==> config.mk <==
export PLATFORM = sky130hd
export DESIGN_NAME = axi4lite_cmd_manager
export DESIGN_NICKNAME = d
export VERILOG_FILES = /design/src/rtl/axi4lite_cmd_manager.sv
export SDC_FILE = /design/constraint.sdc
export NUM_CORES = 1
export LEC_CHECK = 0
export CAP_MARGIN = 20
export CORE_MARGIN = 3
export CORE_UTILIZATION = 40
export DETAILED_ROUTE_END_ITERATION = 10
export GPL_TIMING_DRIVEN = 0
export PLACE_DENSITY = 0.78
export SETUP_SLACK_MARGIN = 0.05
export SYNTH_ARGS = -nofsm -noshare
export SYNTH_HDL_FRONTEND = slang
export SYNTH_SLANG_ARGS = --single-unit
==> constraint.sdc <==
create_clock -name aclk -period 2.22 [get_ports aclk]
set_input_delay 0.444 -clock aclk [delete_from_list [all_inputs] [get_ports aclk]]
set_output_delay 0.444 -clock aclk [all_outputs]
set_load 0.01 [all_outputs]
==> src/rtl/axi4lite_cmd_manager.sv <==
// AXI4-Lite manager: executes one register command as a single AXI4-Lite
// write or read, returns one response, and bounds the response wait with a
// per-command timeout that never withdraws an asserted valid.
module axi4lite_cmd_manager #(
    parameter int unsigned TIMEOUT_CYCLES = 1024
) (
    input  logic        aclk,
    input  logic        aresetn,
    input  logic        cmd_valid,
    output logic        cmd_ready,
    input  logic        cmd_write,
    input  logic [31:0] cmd_addr,
    input  logic [31:0] cmd_wdata,
    input  logic [3:0]  cmd_wstrb,
    output logic        rsp_valid,
    input  logic        rsp_ready,
    output logic [31:0] rsp_rdata,
    output logic [1:0]  rsp_resp,
    output logic        rsp_timeout,
    output logic [31:0] m_axi_lite_awaddr,
    output logic [2:0]  m_axi_lite_awprot,
    output logic        m_axi_lite_awvalid,
    input  logic        m_axi_lite_awready,
    output logic [31:0] m_axi_lite_wdata,
    output logic [3:0]  m_axi_lite_wstrb,
    output logic        m_axi_lite_wvalid,
    input  logic        m_axi_lite_wready,
    input  logic [1:0]  m_axi_lite_bresp,
    input  logic        m_axi_lite_bvalid,
    output logic        m_axi_lite_bready,
    output logic [31:0] m_axi_lite_araddr,
    output logic [2:0]  m_axi_lite_arprot,
    output logic        m_axi_lite_arvalid,
    input  logic        m_axi_lite_arready,
    input  logic [31:0] m_axi_lite_rdata,
    input  logic [1:0]  m_axi_lite_rresp,
    input  logic        m_axi_lite_rvalid,
    output logic        m_axi_lite_rready
);

    localparam logic [31:0] TIMEOUT_W = 32'(TIMEOUT_CYCLES);

    typedef enum logic [1:0] {IDLE, BUSY, RESP, DRAIN} state_t;

    state_t      state, state_next;
    logic [31:0] addr_q, wdata_q;
    logic [3:0]  wstrb_q;
    logic        awvalid_q, wvalid_q, bready_q, arvalid_q, rready_q;
    logic        b_pend, r_pend;
    logic [31:0] tmo_cnt;

    logic accept, aw_hs, w_hs, b_hs, ar_hs, r_hs, expire, pend_next;

    assign accept = cmd_valid & cmd_ready;
    assign aw_hs  = awvalid_q & m_axi_lite_awready;
    assign w_hs   = wvalid_q & m_axi_lite_wready;
    assign b_hs   = bready_q & m_axi_lite_bvalid;
    assign ar_hs  = arvalid_q & m_axi_lite_arready;
    assign r_hs   = rready_q & m_axi_lite_rvalid;
    assign expire = (TIMEOUT_W != '0) && (tmo_cnt == TIMEOUT_W - 32'd1);

    // Anything still outstanding once this cycle's handshakes have landed;
    // lets DRAIN release in the same cycle the last late response arrives.
    assign pend_next = (awvalid_q & ~m_axi_lite_awready) | (wvalid_q & ~m_axi_lite_wready)
                     | (arvalid_q & ~m_axi_lite_arready) | (b_pend & ~b_hs) | (r_pend & ~r_hs);

    assign m_axi_lite_awaddr  = addr_q;
    assign m_axi_lite_awprot  = 3'b000;
    assign m_axi_lite_awvalid = awvalid_q;
    assign m_axi_lite_wdata   = wdata_q;
    assign m_axi_lite_wstrb   = wstrb_q;
    assign m_axi_lite_wvalid  = wvalid_q;
    assign m_axi_lite_bready  = bready_q;
    assign m_axi_lite_araddr  = addr_q;
    assign m_axi_lite_arprot  = 3'b000;
    assign m_axi_lite_arvalid = arvalid_q;
    assign m_axi_lite_rready  = rready_q;

    // Next-state decode; a B/R handshake and a timeout both leave BUSY
    always_comb begin
        state_next = state;
        case (state)
            IDLE:    if (accept) state_next = BUSY;
            BUSY:    if (b_hs || r_hs || expire) state_next = RESP;
            RESP:    if (rsp_valid && rsp_ready) state_next = pend_next ? DRAIN : IDLE;
            DRAIN:   if (!pend_next) state_next = IDLE;
            default: state_next = IDLE;
        endcase
    end

    // State register; cmd_ready is registered so it stays low during reset
    always_ff @(posedge aclk or negedge aresetn) begin
        if (!aresetn) begin
            state     <= IDLE;
            cmd_ready <= 1'b0;
        end else begin
            state     <= state_next;
            cmd_ready <= (state_next == IDLE);
        end
    end

    // Command capture and per-channel pending flags; valids drop only on their handshake
    always_ff @(posedge aclk or negedge aresetn) begin
        if (!aresetn) begin
            addr_q    <= '0;
            wdata_q   <= '0;
            wstrb_q   <= '0;
            awvalid_q <= 1'b0;
            wvalid_q  <= 1'b0;
            bready_q  <= 1'b0;
            arvalid_q <= 1'b0;
            rready_q  <= 1'b0;
            b_pend    <= 1'b0;
            r_pend    <= 1'b0;
        end else begin
            if (accept) begin
                addr_q  <= cmd_addr;
                wdata_q <= cmd_wdata;
                wstrb_q <= cmd_wstrb;
                if (cmd_write) begin
                    awvalid_q <= 1'b1;
                    wvalid_q  <= 1'b1;
                    b_pend    <= 1'b1;
                end else begin
                    arvalid_q <= 1'b1;
                    r_pend    <= 1'b1;
                end
            end
            if (aw_hs) awvalid_q <= 1'b0;
            if (w_hs)  wvalid_q  <= 1'b0;
            if (b_pend && !bready_q && (!awvalid_q || m_axi_lite_awready)
                && (!wvalid_q || m_axi_lite_wready))
                bready_q <= 1'b1;
            if (b_hs) begin
                bready_q <= 1'b0;
                b_pend   <= 1'b0;
            end
            if (ar_hs) begin
                arvalid_q <= 1'b0;
                rready_q  <= 1'b1;
            end
            if (r_hs) begin
                rready_q <= 1'b0;
                r_pend   <= 1'b0;
            end
        end
    end

    // Timeout counter: cleared on accept, advances only while BUSY
    always_ff @(posedge aclk or negedge aresetn) begin
        if (!aresetn) tmo_cnt <= '0;
        else if (accept) tmo_cnt <= '0;
        else if (state == BUSY) tmo_cnt <= tmo_cnt + 32'd1;
    end

    // Response capture; late B/R arriving in RESP/DRAIN is not captured
    always_ff @(posedge aclk or negedge aresetn) begin
        if (!aresetn) begin
            rsp_valid   <= 1'b0;
            rsp_rdata   <= '0;
            rsp_resp    <= '0;
            rsp_timeout <= 1'b0;
        end else if (state == BUSY) begin
            if (b_hs) begin
                rsp_valid   <= 1'b1;
                rsp_rdata   <= '0;
                rsp_resp    <= m_axi_lite_bresp;
                rsp_timeout <= 1'b0;
            end else if (r_hs) begin
                rsp_valid   <= 1'b1;
                rsp_rdata   <= m_axi_lite_rdata;
                rsp_resp    <= m_axi_lite_rresp;
                rsp_timeout <= 1'b0;
            end else if (expire) begin
                rsp_valid   <= 1'b1;
                rsp_rdata   <= '0;
                rsp_resp    <= 2'b10;
                rsp_timeout <= 1'b1;
            end
        end else if (state == RESP && rsp_ready) begin
            rsp_valid <= 1'b0;
        end
    end

endmodule

==> results of run 1 <==
==> routing by layer <==
layer	global-route usage, %	vias up
met4	5.99	0
met5	0	-
li1	-	2909
met3	7.07	16
met1	27.5	2881
met2	34.3	226
==> flip-flops by register name, indices dropped and copies added, names as in the netlist, 2 cells and up <==
register           cells
m_axi_lite_araddr     32
m_axi_lite_wdata      32
m_axi_lite_wstrb       4
rsp_rdata             32
rsp_resp               2
state                  2
tmo_cnt               32
==> worst max-delay path, cell delays in order (launching register included) <==
cell	delay [ns]
dfrtp_1	0.45
nor4_4	0.32
nand4_1	0.20
o31a_1	0.34
buf_6	0.15
buf_8	0.14
a221o_1	0.35
==> cells in the mapped netlist (all sizes together), types with 8 or more instances <==
master,instances
a221o,32
buf,48
nor4,16
o21ai,12
nand4,10
dfrtp,146
nor2,12
nand3,12
inv,8
mux2i,16
a21oi,13
clkbuf,31
nand2b,16
nor2b,33
nand2,239
==> path summary, 6_finish.rpt <==
path                                     start               endpoint  slack, ns  cells past startpoint
min                                    aresetn  m_axi_lite_araddr[21]       0.05                      1
max in group asynchronous              aresetn            tmo_cnt[24]       1.35                      2
max                                tmo_cnt[27]           rsp_rdata[4]       0.16                      6
min reg2reg                m_axi_lite_wstrb[1]    m_axi_lite_wstrb[1]       0.48                      2
min in group aclk          m_axi_lite_wstrb[1]    m_axi_lite_wstrb[1]       0.48                      2
max reg2reg                        tmo_cnt[27]           rsp_rdata[4]       0.16                      6
==> layout make-up <==
type,count,area share (%)
tap,216,2.63
sequential,146,35.6
timing repair buffer,260,25.4
clock buffer,19,4.41
inverter,8,0.293
multi-input combinational,477,25.6
buffer,78,4.69
clock inverter,13,1.37
==> per-stage QoR <==
stage	setup TNS, ns	hold slack [ns]	setup slack, ns	util [%]	cell area (sq um)
2_1_floorplan	0	0.148	0.330	-	6780
6_report	0	0.0474	0.155	63.2	10300
3_3_place_gp	-802.70	0.457	-5.40	59.2	9600
5_1_grt	0	0.109	0.00492	63.2	10300
3_5_place_dp	-19.20	0.461	-0.392	59.3	9630
4_1_cts	0	0.0747	0.0851	63.1	10200
==> cells in the final DEF, fill, tap and decap left out, drive strengths merged, types with 5 or more instances in the layout <==
master | synthesis | final
clkinv | 0 | 5
dfrtp | 146 | 146
a21oi | 13 | 13
nand2b | 16 | 16
and2 | 5 | 5
buf | 48 | 54
xor2 | 6 | 6
nor2 | 12 | 12
a221o | 32 | 32
nand2 | 239 | 239
o21ai | 12 | 12
clkbuf | 31 | 49
or3 | 6 | 6
nand4 | 10 | 10
conb | 1 | 6
nor2b | 33 | 33
clkdlybuf4s50 | 0 | 254
and4 | 5 | 5
nand3 | 12 | 12
mux2i | 16 | 16
inv | 8 | 15
nor4 | 16 | 16
==> logic make-up after synthesis <==
family                   after synthesis
adder cells (fa/ha/maj)                1
XOR/XNOR                               9
other                                  1
buffers and inverters                 87
multiplexers                          16
AO/OA/AOI/OAI                         76
flip-flops                           146
AND/OR/NAND/NOR                      369
==> power breakdown <==
part	internal [uW]	switching (uW)	total (uW)	leakage, uW
Combinational	3380	2550	5930	0.00245
Sequential	3620	723	4340	0.00177
Clock	1640	1220	2870	0.000293
Total	8650	4490	13100	0.00451
==> repair_timing <==
action | CTS | global route
resized for setup | 0 | 4
buffers inserted | 2 | 2
endpoints found under the setup margin | 29 | 41
pin swaps | 2 | 1
==> results.tsv, run 1 <==
metric	value	unit
critPathRequiredTime	2.52	ns
pin_count	262	
multiInputGateArea	2630	sq um
p_leak	0.00451	uW
hpwl	14.2	mm
vias	6032	
synth_top_family_by_area	simple AND/OR/NAND/NOR gates	
syn_area	6760	sq um
drt_wl_total	19.5	mm
drt_first_iter_violations	383	
yosys.area.top_type	dfrtp_1	
grt_max_degree	78	
period_needed	2.06	ns
drv_cap	0	
cts-root-buf	clkbuf_16	
syn_area_per_cell	9.59	sq um
finalHoldViolCount	0	
placed_cells	1182	
viasPerCell	4.96	
nets	1103	
num_antenna_cells	0	
clk_pin_slew_worst_paths	0.07	ns
synthArstFlopShare	100	%
met3WireLength	1.82	mm
synth_ff_type	dfrtp_1	
port_buffers	255	
core	16200	sq um
grt_pass1_wl	31.3	mm
rsz0062_at_grt	true	
synth_seq_cells	146	
gr-total-overflow	0	
fmax	484	MHz
cts_buffer_depth	2	
end_kind	flop	
status	completed	
setup_viol	0	
antenna_found_initial	0	
synth_edf_count	0	
fillCellCount	1353	
die_h	136	microns
tightest_slew	0.743	ns
ys_top_cells_by_area	dfrtp_1 54%, nand2_1 13%, buf_4 4.2%	
met2_length	9.36	mm
syn_inst	705	
synth_mux_area_share	2.37	%
fin_crit_sh	93.0	%
worstPathMaxFanout	10	
peakVddDrop	0.735	mV
die_w	136	microns
worstPathArrival	2.37	ns
numCtsBuffers	17	
wl_met1	8.12	mm
finalWeightedCongestion	0.766	
synth-compound-area-share	9.03	%
ys_seq_area_share	54.1	%
num_rows	46	
skew	0.0174	ns
total_power	13100	uW
ys_warn_count	0	
relSlewSlack	50.5	%
grt_pass1_vias	6023	
synth_fa_ha_area_share	0.185	%
yosysUniqueCellTypes	51	
dieArea	18500	sq um
cp-start-kind	flop	
start_util	41.6	%
cts_sinks	146	
hold_path.class	in -> async	
dr.pass1.iters	4	
insertion_delay	0.42	ns
synth_xor_area_share	1.17	%
fin_cells	1217	
seq_area	3650	sq um
area_growth	51.9	%
drive_above_1_share	9.69	%
htreeDepth	4	
top_layer_used	met4	
ant_nets	0	
wl_per_cell	16.0	microns
crit_type	reg -> reg	
track_usage	21.3	%
synth_top_area_share	54.1	%
holdBufCountCts	0	
drc	0	
synthSimpleGateAreaFrac	25.5	%
cts_tree	built	
drv_slew	0	
p_per_area	1280	nW/um^2
No activity file was read; power rests on OpenSTA's default activity.
==> run 2, diff against run 1 <==
==> constraint.sdc (replaced) <==
create_clock -name aclk -period 2.22 [get_ports aclk]
set_input_delay 0.444 -clock aclk [delete_from_list [all_inputs] [get_ports aclk]]
set_output_delay 0.444 -clock aclk [all_outputs]
set_load 0.1 [all_outputs]
==> run 2 against run 1 <==
  * Cell count unchanged
  * Global-route usage down 0.16 points
  * Design area down 0.77%
  * Worst setup slack worse by 0.072 ns
  * Core utilization down 0.49 points
  * Die area unchanged
  * Highest routed layer unchanged
  * First-iteration DRC count down 6.8%
  * Clock skew up 0.0042 ns
==> results.tsv, run 2 (synthesis results as in run 1) <==
metric	value	unit
grt_pass1_vias	6022	
worstPathMaxFanout	3	
mostFrequentLayoutCell	nand2_1	
cts-root-buf	clkbuf_16	
start_util	41.6	%
r2r_slack	0.13	ns
critical_path_buf_inv_count	1	
tightest_slew	1.03	ns
cp_slowest_cell	dlygate4sd2_1	
viasPerCell	4.91	
dieArea	18500	sq um
finalHoldViolCount	0	
met3WireLength	1.70	mm
port_buffers	255	
worstPathArrival	1.69	ns
final_cell_mix	239 x nand2_1, 143 x dfrtp_1, 112 x clkdlybuf4s50_1, 93 x dlygate4sd2_1, 43 x buf_4	
cts_sinks	146	
drt_first_iter_violations	357	
relSlewSlack	31.3	%
finalWeightedCongestion	0.785	
period_needed	2.14	ns
wl_met1	8.24	mm
status	completed	
insertion_delay	0.43	ns
slowest_delay	0.89	ns
numCtsBuffers	17	
hold_ws	0.102	ns
crit_family	buffers and inverters	
hold_path.class	in -> async	
fin_crit_sh	96.2	%
path_depth	1	
clk_pin_slew_worst_paths	0.06	ns
skew	0.0216	ns
cts_buffer_depth	2	
area_growth	50.7	%
track_usage	21.1	%
holdBufCountCts	0	
crit_type	reg -> out	
die_w	136	microns
setup_viol	0	
cp_cell_sequence	dlygate4sd2_1	
cp-start-kind	flop	
pin_count	262	
drt_wl_total	19.2	mm
vias	5975	
grt_max_degree	91	
reg2reg_depth	6	
drv_cap	0	
ant_nets	0	
fmax	468	MHz
nets	1103	
num_rows	46	
crit_start	rsp_resp[1]	
met2_length	9.03	mm
top_layer_used	met4	
num_antenna_cells	0	
critPathRequiredTime	1.78	ns
reg2reg_from	tmo_cnt[27]	
core	16200	sq um
end_kind	primary output	
drv_slew	0	
cts_tree	built	
drive_above_1_share	14.0	%
dr.pass1.iters	4	
rsz0062_at_grt	false	
drc	0	
antenna_found_initial	0	
r2r_end	rsp_rdata[30]	
gr-total-overflow	0	
die_h	136	microns
hpwl	14.1	mm
htreeDepth	4	
wl_per_cell	15.8	microns
grt_pass1_wl	31.0	mm
==> run 2: cell count changes in the layout (fill, tap and decap cells not counted), moves of 4 or more <==
cell / before / now
clkbuf_2: 1 / 10
clkdlybuf4s15_1: 0 / 11
clkdlybuf4s15_2: 0 / 30
clkdlybuf4s50_1: 254 / 112
clkinvlp_4: 0 / 4
dlygate4sd2_1: 0 / 93
==> run 2: how the worst max path moves through the flow <==
| stage | end | slack (ns) |
|---|---|---|
| 6_report | rsp_resp[1] | 0.08 |
| 3_5_place_dp | tmo_cnt[8] | -0.45 |
| 3_3_place_gp | m_axi_lite_rready | -5.94 |
| 4_1_cts | m_axi_lite_araddr[2] | 0.05 |
| 2_1_floorplan | tmo_cnt[0] | 0.08 |
| 5_1_grt | rsp_rdata[5] | 0.01 |
==> run 2: cell type report <==
| type | count | area (sq um) |
|---|---|---|
| plain buffers | 78 | 484 |
| clock buffers | 19 | 443 |
| clock inverters | 13 | 175 |
| fillers | 1406 | 6040 |
| inverters | 8 | 30.0 |
| multi-input cells | 477 | 2630 |
| flip-flops and latches | 146 | 3660 |
| well taps | 216 | 270 |
| repair buffers | 260 | 2490 |
==> run 2: timing repair <==
action                                  in CTS  in global routing
endpoints found under the setup margin     179                 65
setup buffers                                2                  2
gates resized for setup                    210                 26
pin swaps                                    2                  5
==> run 2: per-layer routing <==
layer  global-route usage, %  vias to the layer above
li1                        -                     2912
met1                    26.8                     2824
met2                    34.1                      223
met3                    7.55                       16
met4                    6.38                        0
met5                       0                        -
==> run 2: stage by stage <==
stage | worst slack [ns] | instance area [sq um] | instances | TNS [ns] | util (%)
floorplan | 0.0779 | 6780 | 710 | 0 | -
global placement | -5.94 | 9600 | 1181 | -797.25 | 59.2
detailed placement | -0.454 | 9630 | 1182 | -14.38 | 59.3
CTS | 0.0513 | 10200 | 1216 | 0 | 62.7
global route | 0.0147 | 10200 | 1217 | 0 | 62.8
finish | 0.0839 | 10200 | 1217 | 0 | 62.8
Power of run 2 is not shown: default switching activity piles up to over one toggle a cycle in this logic, so the estimate is an artifact.
==> run 3, diff against run 2 <==
--- a/config.mk
+++ b/config.mk
@@ -7,11 +7,13 @@
 export LEC_CHECK = 0
 export CAP_MARGIN = 20
 export CORE_MARGIN = 3
-export CORE_UTILIZATION = 40
+export CORE_UTILIZATION = 60
 export DETAILED_ROUTE_END_ITERATION = 10
+export DONT_BUFFER_PORTS = 1
 export GPL_TIMING_DRIVEN = 0
-export PLACE_DENSITY = 0.78
+export PLACE_DENSITY = 0.8
 export SETUP_SLACK_MARGIN = 0.05
+export SLEW_MARGIN = 15
 export SYNTH_ARGS = -nofsm -noshare
 export SYNTH_HDL_FRONTEND = slang
 export SYNTH_SLANG_ARGS = --single-unit
==> run 3 against run 2 <==
  * The flow now finishes with violations (hold timing)
  * Wire length decreased by 11%
  * Global-route usage grew 5.6 points
  * First-iteration DRC count up 25%
  * Die area down 32%
  * Via count shrank 12%
  * Core utilization increased by 7.0 points
  * Sequential cell count did not move
  * Design area shrank 25%
==> results.tsv, run 3 (synthesis results as in run 1) <==
metric	value	unit
cts_sinks	146	
worstPathArrival	2.48	ns
finalWeightedCongestion	0.857	
violations	hold timing	
setup_viol	0	
mostFrequentLayoutCell	nand2_1	
grt_max_degree	147	
fin_util	69.8	%
die_w	112	microns
critical_path_buf_inv_count	2	
cts_tree	built	
track_usage	26.7	%
core	10900	sq um
drv_cap	0	
grt_pass1_wl	26.7	mm
vias	5275	
pin_count	262	
area_growth	12.9	%
htreeDepth	4	
tightest_slew	1.02	ns
relSlewSlack	31.9	%
finalSetupTns	0	ns
fmax	467	MHz
ant_nets	0	
r2r_end	tmo_cnt[20]	
num_antenna_cells	0	
hpwl	12.0	mm
cp_slowest_cell	nor4_1	
insertion_delay	0.42	ns
gr-total-overflow	0	
dieArea	12600	sq um
finalHoldViolCount	146	
start_util	61.8	%
drive_above_1_share	18.1	%
drc	0	
final_cell_mix	239 x nand2_1, 111 x dfrtp_1, 41 x buf_4, 33 x nor2b_1, 32 x dfrtp_2	
viasPerCell	5.97	
nets	846	
crit_start	tmo_cnt[4]	
fin_crit_sh	96.5	%
worstPathMaxFanout	10	
slowest_delay	0.47	ns
rsz0062_at_grt	true	
num_rows	38	
numCtsBuffers	17	
reg2reg_from	tmo_cnt[4]	
design_area	7630	sq um
dpl_cell_area	6960	sq um
port_buffers	0	
skew	0.0111	ns
cp-start-kind	flop	
drt_first_iter_violations	448	
clk_pin_slew_worst_paths	0.06	ns
antenna_found_initial	1	
grt_pass1_vias	5128	
critPathRequiredTime	2.55	ns
status	complete, but fails checks	
drv_slew	0	
r2r_slack	0.08	ns
dr.pass1.iters	5	
hold_path.class	in -> async	
crit_family	simple AND/OR/NAND/NOR gates	
drt_wl_total	17.0	mm
end_kind	flop	
die_h	112	microns
cts-root-buf	clkbuf_16	
period_needed	2.14	ns
cts_buffer_depth	2	
hold_ws	-0.275	ns
wl_per_cell	19.3	microns
crit_type	reg -> reg	
cp_cell_sequence	and4_1, buf_2, nand4_2, clkbuf_1, nor4_1, mux2i_1	
reg2reg_depth	6	
[run 3: cell types whose count changed in the layout (fill, tap and decap cells not counted), moves of 4 or more]
cell,before,now
clkdlybuf4s50_1,112,0
dlygate4sd2_1,93,0
dfrtp_1,143,111
clkdlybuf4s15_2,30,0
dfrtp_2,3,32
clkdlybuf4s15_1,11,0
clkbuf_2,10,2
inv_6,2,7
nor4_2,2,6
[run 3: worst max-delay path by stage]
stage / end / slack [ns] / depth (start not counted)
final: tmo_cnt[20] / 0.08 / 6
after global routing: tmo_cnt[21] / -0.07 / 6
after CTS: m_axi_lite_araddr[31] / 0.08 / 5
after detailed placement: tmo_cnt[6] / -0.53 / 5
after global placement: tmo_cnt[7] / -0.50 / 5
after floorplan: tmo_cnt[0] / 0.08 / 5
[run 3: layer usage]
metal	part of all wire [%]	track usage [%]	vias up
li1	-	-	2391
met1	37	32.9	2538
met2	52	44.7	302
met3	8.6	8.41	42
met4	2.7	9.62	2
met5	0.076	0	-
[run 3: what timing repair did]
item	4_1_cts	5_1_grt
endpoints found under the hold margin	146	146
setup buffers	2	1
endpoints found under the setup margin	162	62
resized for setup	36	10
pin swaps	2	2
[run 3: final cells by class]
type / count / area (sq um)
well taps: 140 / 175
clock inverters: 15 / 145
plain buffers: 78 / 483
multi-input cells: 477 / 2640
fillers: 802 / 3310
clock buffers: 17 / 425
repair buffers: 3 / 22.5
inverters: 8 / 30.0
flip-flops and latches: 146 / 3700
[run 3: metrics by stage]
stage | worst slack, ns | std cells
final | 0.0771 | 884
after floorplan | 0.0779 | 710
after detailed placement | -0.531 | 850
after global routing | -0.0662 | 884
after CTS | 0.0824 | 883
after global placement | -0.496 | 850
Power of run 3 is left out for the same reason.
